**src/rtl/cpu_pkg.sv**
```systemverilog
// Definitions shared between the MEM-stage decoder and the writeback stage.
package cpu_pkg;

  localparam logic [2:0] LT_LB  = 3'b000;
  localparam logic [2:0] LT_LH  = 3'b001;
  localparam logic [2:0] LT_LW  = 3'b010;
  localparam logic [2:0] LT_LBU = 3'b100;
  localparam logic [2:0] LT_LHU = 3'b101;

  // Any code outside the defined sub-word loads behaves as a full word load.
  function automatic logic lt_is_word(input logic [2:0] lt);
    return !(lt == LT_LB || lt == LT_LH || lt == LT_LBU || lt == LT_LHU);
  endfunction

  function automatic logic lt_is_half(input logic [2:0] lt);
    return (lt == LT_LH || lt == LT_LHU);
  endfunction

endpackage

```
**src/rtl/load_align.sv**
```systemverilog
// Little-endian extraction and sign/zero extension of load data from a word read.
module load_align
  import cpu_pkg::*;
#(
  parameter int DATA_W = 32
) (
  input  logic [2:0]        load_type,
  input  logic [1:0]        off,
  input  logic [DATA_W-1:0] read_data,
  output logic [DATA_W-1:0] data
);

  logic [4:0]  byte_lo;
  logic [4:0]  half_lo;
  logic [7:0]  byte_sel;
  logic [15:0] half_sel;

  assign byte_lo  = {off, 3'b000};
  assign half_lo  = {off[1], 4'b0000};
  assign byte_sel = read_data[byte_lo +: 8];
  assign half_sel = read_data[half_lo +: 16];

  always_comb begin
    data = read_data;
    case (load_type)
      LT_LB:   data = {{(DATA_W-8){byte_sel[7]}}, byte_sel};
      LT_LBU:  data = {{(DATA_W-8){1'b0}}, byte_sel};
      LT_LH:   data = {{(DATA_W-16){half_sel[15]}}, half_sel};
      LT_LHU:  data = {{(DATA_W-16){1'b0}}, half_sel};
      default: data = read_data;
    endcase
  end

endmodule

```
**src/rtl/writeback_stage.sv**
```systemverilog
// WB stage: MEM/WB register, result select, register-file write port,
// same-cycle WB->ID bypass and retired-instruction counter.
module writeback_stage
  import cpu_pkg::*;
#(
  parameter int DATA_W = 32,
  parameter int ADDR_W = 5
) (
  input  logic              Clock,
  input  logic              Reset_n,
  input  logic              Stall,
  input  logic              Flush,
  input  logic              Mem_valid,
  input  logic [ADDR_W-1:0] Mem_rd,
  input  logic              Mem_reg_write,
  input  logic              Mem_mem_to_reg,
  input  logic [2:0]        Mem_load_type,
  input  logic [DATA_W-1:0] Mem_alu_result,
  input  logic [DATA_W-1:0] Mem_read_data,
  input  logic [ADDR_W-1:0] Id_addr1,
  input  logic [ADDR_W-1:0] Id_addr2,
  input  logic [DATA_W-1:0] Rf_data1,
  input  logic [DATA_W-1:0] Rf_data2,
  output logic [DATA_W-1:0] Id_data1,
  output logic [DATA_W-1:0] Id_data2,
  output logic [ADDR_W-1:0] Write_addr,
  output logic              Write_En,
  output logic [DATA_W-1:0] Write_data,
  output logic              Misaligned,
  output logic [31:0]       Retire_count
);

  logic              wb_valid;
  logic [ADDR_W-1:0] wb_rd;
  logic              wb_reg_write;
  logic              wb_mem_to_reg;
  logic [2:0]        wb_load_type;
  logic [DATA_W-1:0] wb_alu_result;
  logic [DATA_W-1:0] wb_read_data;
  logic [31:0]       retire_q;
  logic [DATA_W-1:0] load_data;
  logic [1:0]        off;

  // Reset clears everything; a flush only needs to kill valid.
  always_ff @(posedge Clock) begin
    if (Reset_n) begin
      wb_valid      <= 1'b0;
      wb_rd         <= '0;
      wb_reg_write  <= 1'b0;
      wb_mem_to_reg <= 1'b0;
      wb_load_type  <= '0;
      wb_alu_result <= '0;
      wb_read_data  <= '0;
    end else if (Flush) begin
      wb_valid      <= 1'b0;
    end else if (!Stall) begin
      wb_valid      <= Mem_valid;
      wb_rd         <= Mem_rd;
      wb_reg_write  <= Mem_reg_write;
      wb_mem_to_reg <= Mem_mem_to_reg;
      wb_load_type  <= Mem_load_type;
      wb_alu_result <= Mem_alu_result;
      wb_read_data  <= Mem_read_data;
    end
  end

  always_ff @(posedge Clock) begin
    if (Reset_n)
      retire_q <= '0;
    else if (wb_valid && !Stall)
      retire_q <= retire_q + 32'd1;
  end

  assign off = wb_alu_result[1:0];

  load_align #(.DATA_W(DATA_W)) u_load_align (
    .load_type (wb_load_type),
    .off       (off),
    .read_data (wb_read_data),
    .data      (load_data)
  );

  assign Write_En     = wb_valid && wb_reg_write && (wb_rd != '0) && !Stall;
  assign Write_addr   = wb_rd;
  assign Write_data   = wb_mem_to_reg ? load_data : wb_alu_result;
  assign Retire_count = retire_q;

  assign Misaligned = wb_valid && wb_mem_to_reg && !Stall &&
                      ((lt_is_word(wb_load_type) && (off != 2'b00)) ||
                       (lt_is_half(wb_load_type) && off[0]));

  // Register file writes land on the edge, so ID must see the in-flight value now.
  assign Id_data1 = (Write_En && (Write_addr == Id_addr1)) ? Write_data : Rf_data1;
  assign Id_data2 = (Write_En && (Write_addr == Id_addr2)) ? Write_data : Rf_data2;

endmodule

```
**config.mk**
```make
export PLATFORM = sky130hd
export DESIGN_NAME = writeback_stage
export DESIGN_NICKNAME = d
export VERILOG_FILES = /design/src/rtl/cpu_pkg.sv /design/src/rtl/load_align.sv /design/src/rtl/writeback_stage.sv
export SDC_FILE = /design/constraint.sdc
export NUM_CORES = 1
export LEC_CHECK = 0
export ABC_AREA = 0
export CAP_MARGIN = 25
export CORE_UTILIZATION = 45
export CTS_CLUSTER_DIAMETER = 50
export CTS_CLUSTER_SIZE = 10
export DETAILED_ROUTE_END_ITERATION = 8
export GPL_ROUTABILITY_DRIVEN = 1
export GPL_TIMING_DRIVEN = 0
export PLACE_DENSITY = 0.88
export SLEW_MARGIN = 20
export SYNTH_ARGS = -nofsm -noshare
export SYNTH_HDL_FRONTEND = slang
export SYNTH_SLANG_ARGS = --single-unit
```
**constraint.sdc**
```tcl
create_clock -name Clock -period 3.4 [get_ports Clock]
set_clock_uncertainty 0.15 [all_clocks]
set_input_delay 0.34 -clock Clock [delete_from_list [all_inputs] [get_ports Clock]]
set_output_delay 0.34 -clock Clock [all_outputs]
set_load 0.01 [all_outputs]
```
==> results of run 1 <==
## metal layers
layer	global-route usage, %	up-vias	part of all wire, %	wire [µm]
met4	14.8	0	3.8	860
met2	55.9	330	49	11300
met3	7.47	58	8.4	1910
met1	37.8	3238	39	8820
met5	0	-	0	0
li1	-	3306	-	-
## power by group
group | internal [mW] | switching (mW) | total, mW
registers | 1.29 | 0.0423 | 1.34
logic | 0.386 | 0.292 | 0.678
clock network | 0.574 | 0.475 | 1.05
## cells in the mapped netlist (3+ instances only)
master	number	area share, %
a21oi_1	103	8.7
a2bb2oi_1	4	0.59
a31oi_1	18	1.9
and3_1	5	0.53
and3b_1	3	0.44
and4_1	3	0.44
buf_2	9	0.76
clkbuf_1	45	2.8
dfxtp_1	107	36
inv_1	16	1.0
mux2_2	65	12
mux2i_1	7	1.2
nand2_1	186	12
nand2b_1	6	0.63
nand3_1	14	1.2
nand3b_1	3	0.38
nand4_1	10	1.1
nor2_1	39	2.5
nor2b_1	5	0.53
nor3_1	10	0.84
nor4_1	4	0.42
o211ai_1	3	0.38
o21ai_0	13	1.1
o22ai_1	8	0.84
o31ai_1	16	2.0
o32ai_1	4	0.59
or3_2	4	0.50
or4_1	12	1.5
xnor2_1	15	2.2
xor2_1	7	1.0
## through the flow
| stage | area (µm²) | setup slack, ps | utilization (%) | TNS [ps] |
|---|---|---|---|---|
| floorplan | 5950 | 928 | - | 0 |
| global placement | 9030 | -558 | 70.7 | -23160 |
| detailed placement | 9030 | -594 | 70.7 | -24120 |
| CTS | 9450 | -5.40 | 74.0 | -8.37 |
| global route | 9530 | -95.7 | 74.6 | -164 |
| finish | 9530 | 98.4 | 74.6 | 0 |
## final timing paths
kind,end,depth (start not counted),startpoint,slack (ps)
setup reg to reg,Retire_count[16],7,Retire_count[0],990
hold / removal,wb_alu_result[4],2,wb_alu_result[4],310
setup / recovery,Id_data2[5],6,wb_alu_result[1],100
hold reg to reg,wb_alu_result[4],2,wb_alu_result[4],310
## area by class of cell
| class | instances | area share [%] |
|---|---|---|
| timing repair buffer | 293 | 30.6 |
| clock buffer | 10 | 2.40 |
| sequential | 107 | 22.5 |
| tap | 172 | 2.26 |
| inverter | 16 | 0.630 |
| multi-input combinational | 589 | 38.5 |
| clock inverter | 5 | 0.670 |
| buffer | 53 | 2.44 |
## timing repair
| action | CTS | global route |
|---|---|---|
| setup endpoints to repair | 67 | 64 |
| buffers inserted | 4 | 3 |
| gates resized for setup | 22 | 17 |
| pin swaps | 2 | 2 |
## logic make-up after synthesis
| logic type | count (synthesis) |
|---|---|
| AOI/OAI and AO/OA | 176 |
| xor gates and xnor gates | 22 |
| adders and majority gates | 1 |
| buffers and inverters | 72 |
| DFF | 107 |
| muxes | 74 |
| and+or+nand+nor | 316 |
## worst min-delay path, stage by stage, from the launching register on
cell     delay [ps]
dfxtp_1         310
nand2_1          50
a21oi_1          50
==> parameters.txt, run 1 <==
Parameter                              Value

Timing
  Final worst hold slack ... 306 ps
  Number of hold violations in the final report ... 0
  Final Critical Period ... 3300 ps
  Tcrit/Tclk final ... 97.1%
  Max-slew violation total from the final report ... 0
  Setup violation total in the final timing report ... 0
  Worst max-slew margin expressed relative to the limit ... between 50% and 60%
  Pin slew with the least headroom to its limit ... 650 ps
  Maximum clock frequency ... 0.303 GHz

Logic synthesis
  Synth Area in Compound Gates ... 17.2%
  Synthesized Nets ... 922
  Number of flops mapped to enable cells by yosys ... 0
  Fraction of synthesized area in multiplexers ... 14.0%
  Xor and xnor area share after synthesis ... under 10%
  Post-synthesis register bit count ... 107
  Main combinational cell family by area after synthesis ... simple AND/OR/NAND/NOR gates
  Adder-cell area share of the yosys netlist ... less than 1%
  Number of distinct library cell variants in the gate-level netlist after synthesis ... 50
  Simple-Gate Fraction of Synth Area ... approximately a quarter
  Gate count of the mapped netlist ... between 700 and 800
  Avg Cell Area, Syn ... 7.75 µm²
  Count of synthesis-stage warnings from yosys ... 0
  Area of the mapped netlist ... ~0.0060 mm²
  Fraction of synthesis flops using an asynchronous set or reset pin ... 0%
  Sequential cell area fraction in the yosys report ... 36.0%
  Most frequently used flop master after synthesis ... dfxtp_1

Finish
  Antenna diode instance count ... 0
  Leading cell type in the layout, fill and taps excluded ... clkdlybuf4s50_1
  Most frequent cells in the layout ... clkdlybuf4s50_1 (285), nand2_1 (186), dfxtp_1 (106), a21oi_1 (103), mux2_2 (65)
  Number of standard cells in the layout, taps in and fillers out ... 1,245
  Area added between synthesis and finish ... 60.1%
  Count of nets after finishing ... about 1,200
  Area taken by flip-flops and latches ... 0.00214 mm²
  Filler instances ... 945
  Area of combinational cells with multiple inputs ... 0.00367 mm²
  Share of layout cells above drive strength 1 ... between 10% and 20%

GRT
  Initial antenna violation count ... 0
  First-pass GRT wire length ... about 33,000 µm
  Number of global-route vias before repair ... 6,624
  Gr usage total ... 32.2%
  Overflow after GRT ... 0
  Largest net degree at the start of global routing ... 20

Worst setup path
  Critical path's slowest cell ... clkdlybuf4s50_1
  Buffers and inverters on the worst path ... 2
  CP startpoint kind ... flop
  Maximum fanout along the worst path ... 19
  Family of cells with the greatest summed delay on the critical path ... buffers and inverters
  Capturing element type of the critical path ... output port
  Critical setup path kind ... reg2out
  Cell chain of the critical path ... buf_2 > mux2_2 > o21ai_0 > o32ai_2 > mux2_2 > clkdlybuf4s50_1
  Most repeated library cell on the critical path ... mux2_2
  Required time of the worst setup path ... between 2000 and 3000 ps
  Arrival time reported for the critical path endpoint ... roughly 2800 ps
  Slowest stage delay, CP ... about 480 ps

Clock tree
  Number of buffers created by CTS ... 9
  Clock input transition at the sequential cells of the worst setup and hold paths ... 70 ps
  Clk_lat worst skew ... 350 ps
  Maximum clock path buffer count ... 2
  CTS tree ... yes
  Clk sinks ... roughly 110
  Max H-tree Level ... 3
  Hold bufs inserted after CTS ... 0
  Buffer cell driving the clock tree root ... clkbuf_16

Drt
  Initial detailed-routing violation count ... 455
  Final routed DRC violation total ... 0
  Drt first pass iters ... 5
  Total vias in the final route ... 6,932
  Number of nets with antenna violations after detailed routing ... 0
  Average wire per cell in the routed design ... 18.3 µm
  Post-detailed-route via-to-cell ratio ... roughly 5.6
  Total Routed Length ... 22,800 µm

Power
  Power, Total ... ~3 mW
  Pleak ... 3.29 nW
  PwrDens ... 321 mW/mm²
  Peak supply drop ... 0.000264 V

Hold path
  Min-delay worst type ... reg2reg

Floorplanning
  DIE WIDTH ... 117 µm
  Core outline area ... 0.0128 mm²
  Full die area ... 0.0137 mm²
  I/O pin cnt ... 288
  Initial Utilization ... 46.6%
  Die H ... 117 µm
  Placement Rows ... 41

Place
  Number of I/O port buffers ... 286
  Detailed placer's ending HPWL ... between 15,000 and 20,000 µm
  Placed Cells incl. Taps ... 1,226
  Final weighted congestion of routability-driven global placement ... between 1 and 1.5

Outcome
  Result of the run ... completed

Run
  Maxcap violations ... 0
No activity file was read; power rests on OpenSTA's default activity.
==> run 2, diff against run 1 <==
Settings changed: PLACE_DENSITY 0.88 to 0.91.
==> parameters.txt, run 2 (same netlist as run 1, synthesis figures left out) <==
Parameter                              Value

Run
  Maxcap violations ... 0

Timing
  Max-slew violation total from the final report ... 0
  Setup WS post-layout ... around 42 ps
  Total Neg Setup Slack ... 0 ps
  Final worst hold slack ... 307 ps
  Tcrit/Tclk final ... 98.8%
  Pin slew with the least headroom to its limit ... 615 ps
  Maximum clock frequency ... 0.298 GHz
  Number of hold violations in the final report ... 0
  Setup violation total in the final timing report ... 0
  Final Critical Period ... between 3000 and 4000 ps
  Worst max-slew margin expressed relative to the limit ... 58.8%

Finish
  Number of standard cells in the layout, taps in and fillers out ... 1,247
  Final core utilization ... between 70% and 80%
  Antenna diode instance count ... 0
  Count of nets after finishing ... 1,224
  Share of layout cells above drive strength 1 ... 12.7%
  Area added between synthesis and finish ... 60.0%
  Leading cell type in the layout, fill and taps excluded ... clkdlybuf4s50_1
  Most frequent cells in the layout ... clkdlybuf4s50_1 (285), nand2_1 (186), dfxtp_1 (106), a21oi_1 (103), mux2_2 (65)
  Design area ... 0.00952 mm²

Power
  PwrDens ... between 300 and 400 mW/mm²
  Peak supply drop ... about 0.00023 V
  Power, Total ... 3.02 mW
  Pleak ... 3.28 nW

Place
  Placed standard-cell area ... between 0.009 and 0.01 mm²
  Final weighted congestion of routability-driven global placement ... 0.948
  Placed Cells incl. Taps ... 1,226
  Pre-CTS setup slack ... -568 ps
  Detailed placer's ending HPWL ... 17,700 µm
  Number of I/O port buffers ... 286

Floorplanning
  Placement Rows ... 41
  Full die area ... 0.0137 mm²
  I/O pin cnt ... 288
  Core outline area ... approximately 0.013 mm²
  DIE WIDTH ... between 100 and 150 µm
  Initial Utilization ... 46.6%
  Die H ... 117 µm

Worst setup path
  Most repeated library cell on the critical path ... buf_4
  Buffers and inverters on the worst path ... 3
  Critical path's slowest cell ... or4_4
  Family of cells with the greatest summed delay on the critical path ... buffers and inverters
  Cell chain of the critical path ... or4_4 > o211ai_1 > buf_4 > nor2_4 > buf_4 > mux2_2 > clkdlybuf4s50_1
  Arrival time reported for the critical path endpoint ... 2870 ps
  Required time of the worst setup path ... 2910 ps
  Slowest stage delay, CP ... 560 ps
  Critical setup path kind ... reg2out
  CP startpoint kind ... flop
  Maximum fanout along the worst path ... 10
  Capturing element type of the critical path ... output port

GRT
  Largest net degree at the start of global routing ... 18
  Gr usage total ... 32.4%
  Overflow after GRT ... 0
  First-pass GRT wire length ... roughly 34,000 µm
  Number of global-route vias before repair ... 6,571
  Initial antenna violation count ... 0

Outcome
  Result of the run ... completed

Drt
  Post-detailed-route via-to-cell ratio ... about 5.6
  Total Routed Length ... roughly 23,000 µm
  Initial detailed-routing violation count ... 454
  Final routed DRC violation total ... 0
  Number of nets with antenna violations after detailed routing ... 0
  Total vias in the final route ... 6,981
  Average wire per cell in the routed design ... 18.4 µm
  Drt first pass iters ... 6

Clock tree
  CTS tree ... yes
  Buffer cell driving the clock tree root ... clkbuf_16
  Max H-tree Level ... 3
  Clock input transition at the sequential cells of the worst setup and hold paths ... 70 ps
  Maximum clock path buffer count ... 2
  Hold bufs inserted after CTS ... 0
  Clk sinks ... 107
  Number of buffers created by CTS ... 9
  Clk_lat worst skew ... around 350 ps

Hold path
  Min-delay worst type ... reg2reg
[run 2: metal layers]
layer / track usage, % / vias to the layer above / routed length [µm]
li1: - / 3306 / -
met1: 37.7 / 3314 / 8730
met2: 58.2 / 321 / 11600
met3: 7.05 / 40 / 1990
met4: 12.1 / 0 / 601
met5: 0 / - / 0
[run 2: worst min-delay path, delay by kind of cell (launching register included)]
family          cells  cell delay (ps)
flops               1              310
compound gates      1               50
simple gates        1               50
[run 2: worst paths after layout]
kind / startpoint / end / slack (ps) / cells after the start
max: Write_addr[1] / Id_data1[12] / 40 / 7
min: wb_read_data[1] / wb_read_data[1] / 310 / 2
max reg2reg: Retire_count[0] / Retire_count[16] / 1010 / 7
min reg2reg: wb_read_data[1] / wb_read_data[1] / 310 / 2
[run 2: what timing repair did]
action / CTS / global route
pin swaps: 1 / 4
setup buffers: 3 / 4
resized for setup: 24 / 18
endpoints found under the setup margin: 63 / 68
[run 2: cell type report]
class | instances | area, µm²
inverter | 16 | 60.1
clock inverter | 4 | 35.0
tap | 172 | 215
multi-input combinational | 589 | 3660
fill | 944 | 3250
clock buffer | 12 | 246
sequential | 107 | 2140
timing repair buffer | 293 | 2920
buffer | 54 | 239
[run 2: where the power goes]
group	total [mW]	internal, mW	switching (mW)
sequential	1.34	1.29	0.0422
clock	1.00	0.525	0.479
combinational	0.677	0.385	0.292
total	3.02	2.20	0.813
==> run 3, diff against run 2 <==
Settings changed: SLEW_MARGIN 20 to 30.
==> results of run 3 <==
The final DEF is identical to that of run 2; final timing and power are the same.
